### src/rtl/wb_port_arbiter_pkg.sv
// Shared types and constants for the register-file write-port arbiter.
//   REG_W / DATA_W : register address and data widths
//   arb_state_e    : arbiter FSM encoding (ARB, FORCE)
//   wb_src_e       : source tag shown on wb_src (pipeline / long-latency)
//   wb_entry_t     : one queued long-latency result (address + data)
package wb_port_arbiter_pkg;

  localparam int REG_W  = 5;
  localparam int DATA_W = 32;

  typedef enum logic {
    ST_ARB   = 1'b0,
    ST_FORCE = 1'b1
  } arb_state_e;

  typedef enum logic {
    SRC_PIPE = 1'b0,
    SRC_LONG = 1'b1
  } wb_src_e;

  typedef struct packed {
    logic [REG_W-1:0]  addr;
    logic [DATA_W-1:0] data;
  } wb_entry_t;

  // Writes to r0 are architecturally dropped, so both sources test for it.
  function automatic logic is_reg_zero(input logic [REG_W-1:0] addr);
    return (addr == {REG_W{1'b0}});
  endfunction

endpackage

### src/rtl/wb_port_arbiter_if.sv
// Bus bundle between the WB mux / long-latency unit and the write-port arbiter.
//   wb_*     : pipeline WB-stage write request and stall back-pressure
//   l_*      : long-latency result valid/ready handshake
//   rf_*     : registered register-file write port
//   wb_src   : source of the current rf write (0 pipeline, 1 long-latency)
//   pending  : long-latency FIFO occupancy
// Modport slave is the arbiter; master is the surrounding pipeline.
interface wb_port_arbiter_if
  import wb_port_arbiter_pkg::*;
#(
  parameter int DEPTH = 4
) ();

  localparam int PEND_W = $clog2(DEPTH) + 1;

  logic              wb_valid;
  logic [REG_W-1:0]  wb_addr;
  logic [DATA_W-1:0] wb_data;
  logic              wb_stall;
  logic              l_valid;
  logic              l_ready;
  logic [REG_W-1:0]  l_addr;
  logic [DATA_W-1:0] l_data;
  logic              rf_we;
  logic [REG_W-1:0]  rf_waddr;
  logic [DATA_W-1:0] rf_wdata;
  logic              wb_src;
  logic [PEND_W-1:0] pending;

  modport slave (
    input  wb_valid, wb_addr, wb_data, l_valid, l_addr, l_data,
    output wb_stall, l_ready, rf_we, rf_waddr, rf_wdata, wb_src, pending
  );

  modport master (
    output wb_valid, wb_addr, wb_data, l_valid, l_addr, l_data,
    input  wb_stall, l_ready, rf_we, rf_waddr, rf_wdata, wb_src, pending
  );

endinterface

### src/rtl/wb_result_fifo.sv
// Small synchronous FIFO holding long-latency results until they get the port.
//   i_clk, i_rst_n : clock, async active-low reset
//   i_push/i_entry : enqueue (ignored when full)
//   i_pop          : dequeue head (ignored when empty)
//   o_head         : current head entry
//   o_full/o_empty : status flags
//   o_count        : occupancy 0..DEPTH
module wb_result_fifo
  import wb_port_arbiter_pkg::*;
#(
  parameter int DEPTH = 4
) (
  input  logic                     i_clk,
  input  logic                     i_rst_n,
  input  logic                     i_push,
  input  wb_entry_t                i_entry,
  input  logic                     i_pop,
  output wb_entry_t                o_head,
  output logic                     o_full,
  output logic                     o_empty,
  output logic [$clog2(DEPTH):0]   o_count
);

  localparam int PTR_W = $clog2(DEPTH);
  localparam int CNT_W = PTR_W + 1;

  wb_entry_t          r_mem [DEPTH];
  logic [PTR_W-1:0]   r_wr_ptr;
  logic [PTR_W-1:0]   r_rd_ptr;
  logic [CNT_W-1:0]   r_count;
  logic               w_do_push;
  logic               w_do_pop;

  assign o_full    = (r_count == CNT_W'(DEPTH));
  assign o_empty   = (r_count == {CNT_W{1'b0}});
  assign o_count   = r_count;
  assign o_head    = r_mem[r_rd_ptr];
  assign w_do_push = i_push && !o_full;
  assign w_do_pop  = i_pop && !o_empty;

  // Storage array: datapath only, contents are don't-care while count is 0.
  always_ff @(posedge i_clk) begin
    if (w_do_push) begin
      r_mem[r_wr_ptr] <= i_entry;
    end
  end

  // Pointers and occupancy; DEPTH is a power of two so pointers wrap naturally.
  always_ff @(posedge i_clk or negedge i_rst_n) begin
    if (!i_rst_n) begin
      r_wr_ptr <= {PTR_W{1'b0}};
      r_rd_ptr <= {PTR_W{1'b0}};
      r_count  <= {CNT_W{1'b0}};
    end else begin
      if (w_do_push) begin
        r_wr_ptr <= r_wr_ptr + PTR_W'(1);
      end
      if (w_do_pop) begin
        r_rd_ptr <= r_rd_ptr + PTR_W'(1);
      end
      case ({w_do_push, w_do_pop})
        2'b10:   r_count <= r_count + CNT_W'(1);
        2'b01:   r_count <= r_count - CNT_W'(1);
        default: r_count <= r_count;
      endcase
    end
  end

endmodule

### src/rtl/wb_port_arbiter.sv
// Shares the register-file write port between the pipeline WB stage and
// queued long-latency results. Pipeline wins in ARB; a starved FIFO head
// forces one FORCE cycle that stalls the pipeline and writes the head.
//   i_clk, i_rst_n : clock, async active-low reset
//   bus            : wb_port_arbiter_if.slave (see interface header)
module wb_port_arbiter
  import wb_port_arbiter_pkg::*;
#(
  parameter int DEPTH        = 4,
  parameter int STARVE_LIMIT = 8,
  parameter int CNT_W        = 4
) (
  input  logic                  i_clk,
  input  logic                  i_rst_n,
  wb_port_arbiter_if.slave      bus
);

  arb_state_e         r_state;
  arb_state_e         w_state_nxt;
  logic [CNT_W-1:0]   r_cnt;
  logic [CNT_W-1:0]   w_cnt_nxt;
  logic               w_grant_pipe;
  logic               w_grant_fifo;
  logic               w_push;
  logic               w_full;
  logic               w_empty;
  wb_entry_t          w_in_entry;
  wb_entry_t          w_head;
  logic               r_rf_we;
  logic [REG_W-1:0]   r_rf_waddr;
  logic [DATA_W-1:0]  r_rf_wdata;
  wb_src_e            r_src;

  // r0 results complete the handshake but never occupy a slot.
  assign w_push     = bus.l_valid && !w_full && !is_reg_zero(bus.l_addr);
  assign w_in_entry = '{addr: bus.l_addr, data: bus.l_data};

  wb_result_fifo #(.DEPTH(DEPTH)) u_fifo (
    .i_clk   (i_clk),
    .i_rst_n (i_rst_n),
    .i_push  (w_push),
    .i_entry (w_in_entry),
    .i_pop   (w_grant_fifo),
    .o_head  (w_head),
    .o_full  (w_full),
    .o_empty (w_empty),
    .o_count (bus.pending)
  );

  // Ready depends on occupancy only: a same-cycle pop never lets a full FIFO accept.
  assign bus.l_ready  = !w_full;
  assign bus.wb_stall = (r_state == ST_FORCE);
  assign bus.rf_we    = r_rf_we;
  assign bus.rf_waddr = r_rf_waddr;
  assign bus.rf_wdata = r_rf_wdata;
  assign bus.wb_src   = r_src;

  // Grant selection, next state and starvation counter.
  always_comb begin
    w_state_nxt  = r_state;
    w_grant_pipe = 1'b0;
    w_grant_fifo = 1'b0;
    case (r_state)
      ST_ARB: begin
        if (bus.wb_valid && !is_reg_zero(bus.wb_addr)) begin
          w_grant_pipe = 1'b1;
        end else if (!w_empty) begin
          w_grant_fifo = 1'b1;
        end else begin
          w_grant_fifo = 1'b0;
        end
        if (!w_empty && !w_grant_fifo && (r_cnt == CNT_W'(STARVE_LIMIT - 1))) begin
          w_state_nxt = ST_FORCE;
        end else begin
          w_state_nxt = ST_ARB;
        end
      end
      ST_FORCE: begin
        w_grant_fifo = !w_empty;
        w_state_nxt  = ST_ARB;
      end
      default: begin
        w_state_nxt = ST_ARB;
      end
    endcase
    if (w_empty || w_grant_fifo) begin
      w_cnt_nxt = {CNT_W{1'b0}};
    end else begin
      w_cnt_nxt = r_cnt + CNT_W'(1);
    end
  end

  // FSM state and starvation counter registers.
  always_ff @(posedge i_clk or negedge i_rst_n) begin
    if (!i_rst_n) begin
      r_state <= ST_ARB;
      r_cnt   <= {CNT_W{1'b0}};
    end else begin
      r_state <= w_state_nxt;
      r_cnt   <= w_cnt_nxt;
    end
  end

  // Registered write port; address/data/source hold between grants.
  always_ff @(posedge i_clk or negedge i_rst_n) begin
    if (!i_rst_n) begin
      r_rf_we    <= 1'b0;
      r_rf_waddr <= {REG_W{1'b0}};
      r_rf_wdata <= {DATA_W{1'b0}};
      r_src      <= SRC_PIPE;
    end else begin
      r_rf_we <= w_grant_pipe || w_grant_fifo;
      if (w_grant_pipe) begin
        r_rf_waddr <= bus.wb_addr;
        r_rf_wdata <= bus.wb_data;
        r_src      <= SRC_PIPE;
      end else if (w_grant_fifo) begin
        r_rf_waddr <= w_head.addr;
        r_rf_wdata <= w_head.data;
        r_src      <= SRC_LONG;
      end else begin
        r_rf_waddr <= r_rf_waddr;
        r_rf_wdata <= r_rf_wdata;
        r_src      <= r_src;
      end
    end
  end

endmodule

### src/flat_wrapper.sv
// flat-port wrapper written by rule: the top's interface ports become plain ports
module wb_port_arbiter_flat import wb_port_arbiter_pkg::*;
#(
  parameter int DEPTH        = 4,
  parameter int STARVE_LIMIT = 8,
  parameter int CNT_W        = 4
)
  (i_clk, i_rst_n, bus_wb_valid, bus_wb_addr, bus_wb_data, bus_l_valid, bus_l_addr, bus_l_data, bus_wb_stall, bus_l_ready, bus_rf_we, bus_rf_waddr, bus_rf_wdata, bus_wb_src, bus_pending);
  wb_port_arbiter_if #(.DEPTH(DEPTH)) bus_i ();
  input  logic i_clk;
  input  logic i_rst_n;
  input wire logic [$bits(bus_i.wb_valid)-1:0] bus_wb_valid;
  input wire logic [$bits(bus_i.wb_addr)-1:0] bus_wb_addr;
  input wire logic [$bits(bus_i.wb_data)-1:0] bus_wb_data;
  input wire logic [$bits(bus_i.l_valid)-1:0] bus_l_valid;
  input wire logic [$bits(bus_i.l_addr)-1:0] bus_l_addr;
  input wire logic [$bits(bus_i.l_data)-1:0] bus_l_data;
  output wire logic [$bits(bus_i.wb_stall)-1:0] bus_wb_stall;
  output wire logic [$bits(bus_i.l_ready)-1:0] bus_l_ready;
  output wire logic [$bits(bus_i.rf_we)-1:0] bus_rf_we;
  output wire logic [$bits(bus_i.rf_waddr)-1:0] bus_rf_waddr;
  output wire logic [$bits(bus_i.rf_wdata)-1:0] bus_rf_wdata;
  output wire logic [$bits(bus_i.wb_src)-1:0] bus_wb_src;
  output wire logic [$bits(bus_i.pending)-1:0] bus_pending;
  assign bus_i.wb_valid = bus_wb_valid;
  assign bus_i.wb_addr = bus_wb_addr;
  assign bus_i.wb_data = bus_wb_data;
  assign bus_i.l_valid = bus_l_valid;
  assign bus_i.l_addr = bus_l_addr;
  assign bus_i.l_data = bus_l_data;
  assign bus_wb_stall = bus_i.wb_stall;
  assign bus_l_ready = bus_i.l_ready;
  assign bus_rf_we = bus_i.rf_we;
  assign bus_rf_waddr = bus_i.rf_waddr;
  assign bus_rf_wdata = bus_i.rf_wdata;
  assign bus_wb_src = bus_i.wb_src;
  assign bus_pending = bus_i.pending;
  wb_port_arbiter #(.DEPTH(DEPTH), .STARVE_LIMIT(STARVE_LIMIT), .CNT_W(CNT_W)) u_core (.i_clk(i_clk), .i_rst_n(i_rst_n), .bus(bus_i));
endmodule
### config.mk
export PLATFORM = sky130hd
export DESIGN_NAME = wb_port_arbiter_flat
export DESIGN_NICKNAME = d
export VERILOG_FILES = /design/src/rtl/wb_port_arbiter_pkg.sv /design/src/rtl/wb_port_arbiter_if.sv /design/src/rtl/wb_result_fifo.sv /design/src/rtl/wb_port_arbiter.sv /design/src/flat_wrapper.sv
export SDC_FILE = /design/constraint.sdc
export NUM_CORES = 1
export LEC_CHECK = 0
export CAP_MARGIN = 20
export CORE_MARGIN = 5
export CORE_UTILIZATION = 40
export DETAILED_ROUTE_END_ITERATION = 12
export GPL_TIMING_DRIVEN = 0
export PLACE_DENSITY = 0.64
export SLEW_MARGIN = 10
export SYNTH_ARGS = -nofsm -noshare
export SYNTH_HDL_FRONTEND = slang
export SYNTH_HIERARCHICAL = 1
export SYNTH_SLANG_ARGS = --single-unit
export TNS_END_PERCENT = 30
### constraint.sdc
create_clock -name i_clk -period 2.8 [get_ports i_clk]
set_input_delay 0.7 -clock i_clk [delete_from_list [all_inputs] [get_ports i_clk]]
set_output_delay 0.7 -clock i_clk [all_outputs]
set_load 0.02 [all_outputs]
* Word level (Yosys, flattened, before mapping) *
Memories as Yosys holds them, arrays and structs flattened.
Index checks and enable logic that the tools add are counted.

operators by class
  $add $sub $neg = 5
  eq/ne operators = 4
  muxes and demuxes = 18
  bitwise logic cells = 1
  reduce and logical (&&, ||, !) cells = 19

operators by type and width
  kind                 count
  $mux 32              2
  $logic_not 5->1      2
  $mux 1               10
  $mux 5               2
  $logic_and 1x1->1    7
  $pmux 3 s2           1
  $logic_not 1->1      5
  $add 2x1->2 const B  2
  $add 4x1->4 const B  1
  $eq 4x3->1 const B   1
  $mux 4               1
  $pmux 1 s2           2
  $reduce_bool 2->1    2
  $add 3x1->3 const B  1
  $eq 3x3->1 const B   1
  $logic_not 3->1      1
  $sub 3x1->3 const B  1
  $eq 2x1->1 const B   1
  $eq 2x2->1 const B   1
  $logic_or 1x1->1     2
  $not 1->1            1

word-level totals
  flip-flop bits (word level) = 51
  bits in writable memories = 148
  input bits = 78
  output and inout bits = 44
  logic and storage cells = 57
  memories = 1

memory list
  name                 depth  bits a word  read ports  clocked after Yosys merged registers in  wr ports  line                  source
  u_core.u_fifo.r_mem  4      37           1           0                                        1         wb_result_fifo.sv:27  wb_entry_t r_mem [DEPTH];

* Logic depth before layout (Yosys ltp) *
  word-level depth = 10
  mapped depth = 11
  depth with buffers taken out = 11

* Hierarchy *
The synthesis kept the hierarchy.

by module, submodules not included
  module           times used  cells each  area an instance (um^2)
  wb_result_fifo   1           231         5754.3
  wb_port_arbiter  1           148         2280.9

* Worst setup path after synthesis *
OpenSTA, ideal clock, no wires.

  kind = input to register
  from = input bus_wb_addr[1]
  to = register u_core.u_fifo.r_count[2], in the netlist u_core/u_fifo/o_count[2]
  arrival = 3030 ps
  data required time = 2720 ps
  path slack = -310 ps
  stages on the path = 11
  path through = or4_4 > o21ai_4 > buf_6 > nor2b_1 > o31a_1 > ha_1 > inv_1 > fa_1 > xor2_1 > nor2_1 > xor2_1

between the ends
  longest elaborated chain between the ends = 9

RTL lines
  item                                                    line                       source
  start: declaration                                      flat_wrapper.sv:13         input wire logic [$bits(bus_i.wb_addr)-1:0] bus_wb_addr;
  $logic_not 5->1 (*)                                     wb_port_arbiter_pkg.sv:28  return (addr == {REG_W{1'b0}});
  $logic_not 1->1 (*)                                     wb_port_arbiter.sv:65      if (bus.wb_valid && !is_reg_zero(bus.wb_addr)) begin
  $logic_and 1x1->1 (*)                                   wb_port_arbiter.sv:65
  $mux 1 (*)                                              wb_port_arbiter.sv:65
  $mux 1 (*)                                              wb_port_arbiter.sv:63      case (r_state)
  $pmux 1 s2 (*)                                          wb_port_arbiter.sv:63
  via u_core.w_grant_fifo                                 wb_port_arbiter.sv:23      logic w_grant_fifo;
  $logic_and 1x1->1 (*)                                   wb_result_fifo.sv:39       assign w_do_pop = i_pop && !o_empty;
  via u_core.u_fifo.w_do_pop                              wb_result_fifo.sv:32       logic w_do_pop;
  $eq 2x1->1 / $eq 2x2->1 (equally long branches)         wb_result_fifo.sv:61       case ({w_do_push, w_do_pop})
  $pmux 3 s2 / $reduce_bool 2->1 (equally long branches)  n/a
  end signal: assignment                                  wb_result_fifo.sv:62       2'b10: r_count <= r_count + CNT_W'(1);
  end signal: assignment                                  wb_result_fifo.sv:63       2'b01: r_count <= r_count - CNT_W'(1);
  end signal: assignment                                  wb_result_fifo.sv:64       default: r_count <= r_count;
  end: declaration                                        wb_result_fifo.sv:30       logic [CNT_W-1:0] r_count;

The timed path passes the listed nets; every way through them passes the cells marked *. The select of a mux whose other input is x is not followed.
A chain may end at the register's enable or synchronous reset.

* Worst setup path in the final report *
  from = input bus_wb_addr[2]
  to = register u_core.u_fifo.r_count[2], in the netlist u_core/u_fifo/o_count[2]

Same word-level chain as after synthesis.

==> impl_metrics.yaml <==
global_route:
  grt-ovfl-total: 0
  grt_antenna_before_repair: 0
  grt_pass1_vias: 4442
  grt_use_total: 0.148
  grt_pass1_wl_um: 24900
  grt_max_degree: 52
synthesis:
  yosysUniqueCellTypes: 36
  synthCells: 379
  yosysWarnings: 6
  synth_seq_cells: 199
  synth-seq-area-share: 0.712
  synthesis.area_um2: 8040
  avgSynthCellArea_um2: 21.2
  syn_nets: 464
power_and_ir_drop:
  p_leak_nw: 3.74
  power_density_nw_per_um2: 1040
  peakVddDrop_v: 0.000462
  p_total_mw: 10.7
cells_and_area:
  layout-drive-gt1-share: 0.322
  syn2layout_area_growth_pct: 28.9
  fin_area_um2: 10400
  final_common_cell: "edfxtp_1"
  utilization: 0.529
  layout.cells.non_filler: 808
  mostFrequentLayoutCells: "edfxtp_1, clkdlybuf4s50_1, dfrtp_1, mux2_2, mux4_2"
  diodes: 0
  num-nets-final: 615
timing:
  finalCritPeriodShare: 0.973
  rsz0062_at_grt: "false"
  hold_viol_final: 0
  final_max_slew_viol_count: 0
  fin_setup_tns_ns: 0
  finalCriticalPeriod_ns: 2.72
  worst_slack_ns: 0.0767
  skew_ns: 0.00928
  relSlewSlack: 0.453
  max_clock_freq_ghz: 0.367
  tightest_slew_ns: 0.821
  whs_ns: 0.350
  final-setup-viol-count: 0
critical_path:
  path_delay_family: "simple AND/OR/NAND/NOR gates"
  cp_slowest_stage_delay_ns: 0.56
  arrival_ns: 3.07
  crit_chain: "dlygate4sd2_1 -> or4_4 -> o21ai_4 -> buf_6 -> nor2b_4 -> o31a_1 -> ha_2 -> inv_1 -> fa_2 -> xor2_1 -> nor2_1 -> xor2_1"
  critical-path-top-cell-by-count: "xor2_1"
  crit_path_start_kind: "input port"
  crit_path_max_fanout: 2
  cpMaxStageDelayCell: "or4_4"
  worstPathRequired_ns: 3.15
  worstSetupPathType: "input port to register"
  crit_buf_inv: 3
  cp-end-kind: "register"
placement:
  dp.cells: 769
  routabilityCongestion: 0.709
  place_area_um2: 9660
  io_buffer_count: 121
  dp_slack_ns: -1.18
  dp_hpwl_um: 10700
floorplan:
  core_area_um2: 19600
  initial_core_util: 0.410
  std_cell_rows: 51
  io_pins: 122
  fp.dieH_um: 152
  die_x_um: 152
  fp.dieArea_um2: 23000
detailed_routing:
  viasPerCell: 4.92
  antenna_left: 0
  drc: 0
  drtPass1Iterations: 4
  vias: 3977
  drtIter0Drc: 219
  wl_per_cell_um: 19.8
  routed_wl_um: 16000
cts:
  cts_buffers: 17
  cts_tree: "done"
  clock-root-buffer: "clkbuf_16"
  htreeDepth: 4
  clk_path_buf_depth: 2
  clk_pin_slew_worst_paths_ns: 0.07
  postCtsHoldBufs: 0
  cts.sinks: 199
  insertion_delay_ns: 0.42
outcome:
  outcome: "completed"
worst_hold_path:
  hold_class: "input port to asynchronous set/reset pin"
run:
  drv_cap: 0
[state kept, by name, indices dropped and copies added, names as in the netlist]
signal / flops
u_core/u_fifo/r_wr_ptr: 2
u_core/r_cnt: 4
u_core/bus.wb_stall: 1
u_core/bus.rf_waddr: 5
u_core/bus.rf_we: 1
u_core/bus.wb_src: 1
u_core/u_fifo/r_mem: 148
u_core/bus.rf_wdata: 32
u_core/u_fifo/r_rd_ptr: 2
u_core/u_fifo/o_count: 3
[worst paths after layout]
check,start,end,slack (ns),depth (start not counted)
setup / recovery,bus_wb_addr[2],u_core/u_fifo/o_count[2],0.08,12
hold / removal,i_rst_n,u_core/bus.rf_wdata[2],0.35,1
setup reg to reg,u_core/u_fifo/o_count[0],u_core/u_fifo/o_count[1],0.34,9
hold reg to reg,u_core/r_cnt[3],u_core/bus.wb_stall,0.47,1
max in group asynchronous,i_rst_n,u_core/bus.rf_wdata[22],1.96,1
min in group i_clk,u_core/r_cnt[3],u_core/bus.wb_stall,0.47,1
[routing by layer]
layer / vias up / GRT usage / wire, um
met5: - / 0 / 0
met4: 0 / 0.0431 / 137
met2: 88 / 0.258 / 8450
li1: 1813 / - / -
met1: 2069 / 0.185 / 6770
met3: 7 / 0.0348 / 641
[synth_stat cells (all sizes together)]
| cell type | n | area, um^2 |
|---|---|---|
| xor2 | 4 | 35.0 |
| nand3 | 1 | 5.00 |
| or3 | 1 | 6.26 |
| and2 | 4 | 25.0 |
| inv | 8 | 30.0 |
| a21o | 1 | 7.51 |
| nor4 | 1 | 6.26 |
| clkbuf | 6 | 22.5 |
| xnor2 | 4 | 35.0 |
| buf | 11 | 124 |
| edfxtp | 148 | 4440 |
| a21oi | 1 | 5.00 |
| mux2i | 1 | 10.0 |
| dfrtp | 51 | 1280 |
| o31a | 1 | 8.76 |
| nand2 | 4 | 15.0 |
| nor2 | 1 | 3.75 |
| nor3 | 4 | 20.0 |
| mux2 | 72 | 927 |
| o311a | 1 | 10.0 |
| nor3b | 2 | 20.0 |
| ha | 6 | 75.1 |
| a21boi | 1 | 7.51 |
| o21ai | 2 | 21.3 |
| or4 | 1 | 11.3 |
| a22o | 1 | 8.76 |
| fa | 1 | 20.0 |
| mux4 | 37 | 833 |
| nor2b | 3 | 21.3 |
[area by class of cell]
| type | instances | area [um^2] |
|---|---|---|
| sequential | 199 | 5720 |
| clock inverter | 13 | 166 |
| buffer | 17 | 149 |
| inverter | 8 | 30.0 |
| multi-input combinational | 155 | 2160 |
| timing repair buffer | 132 | 1350 |
| fill | 1595 | 9240 |
| tap | 265 | 332 |
| clock buffer | 19 | 453 |
[kinds of logic (layout without fill, tap and decap cells)]
family	after synthesis	after routing	share of synthesized area
flip-flops	199	199	0.712
multiplexers	110	110	0.220
buffers and inverters	25	189	0.0220
AND/OR/NAND/NOR	22	22	0.0167
AO/OA/AOI/OAI	8	8	0.00856
XOR/XNOR	8	8	0.00872
adder cells (fa/ha/maj)	7	7	0.0118
[where the power goes]
part | internal (mW) | total (mW) | switching (mW)
Clock | 1.46 | 2.51 | 1.05
Sequential | 3.97 | 4.25 | 0.271
Combinational | 2.17 | 3.97 | 1.79
[timing repair]
item	4_1_cts	5_1_grt
gates resized for setup	7	6
buffers inserted	5	2
endpoints found under the setup margin	3	2
pin swaps	4	3
(Power assumes the default switching activity.)
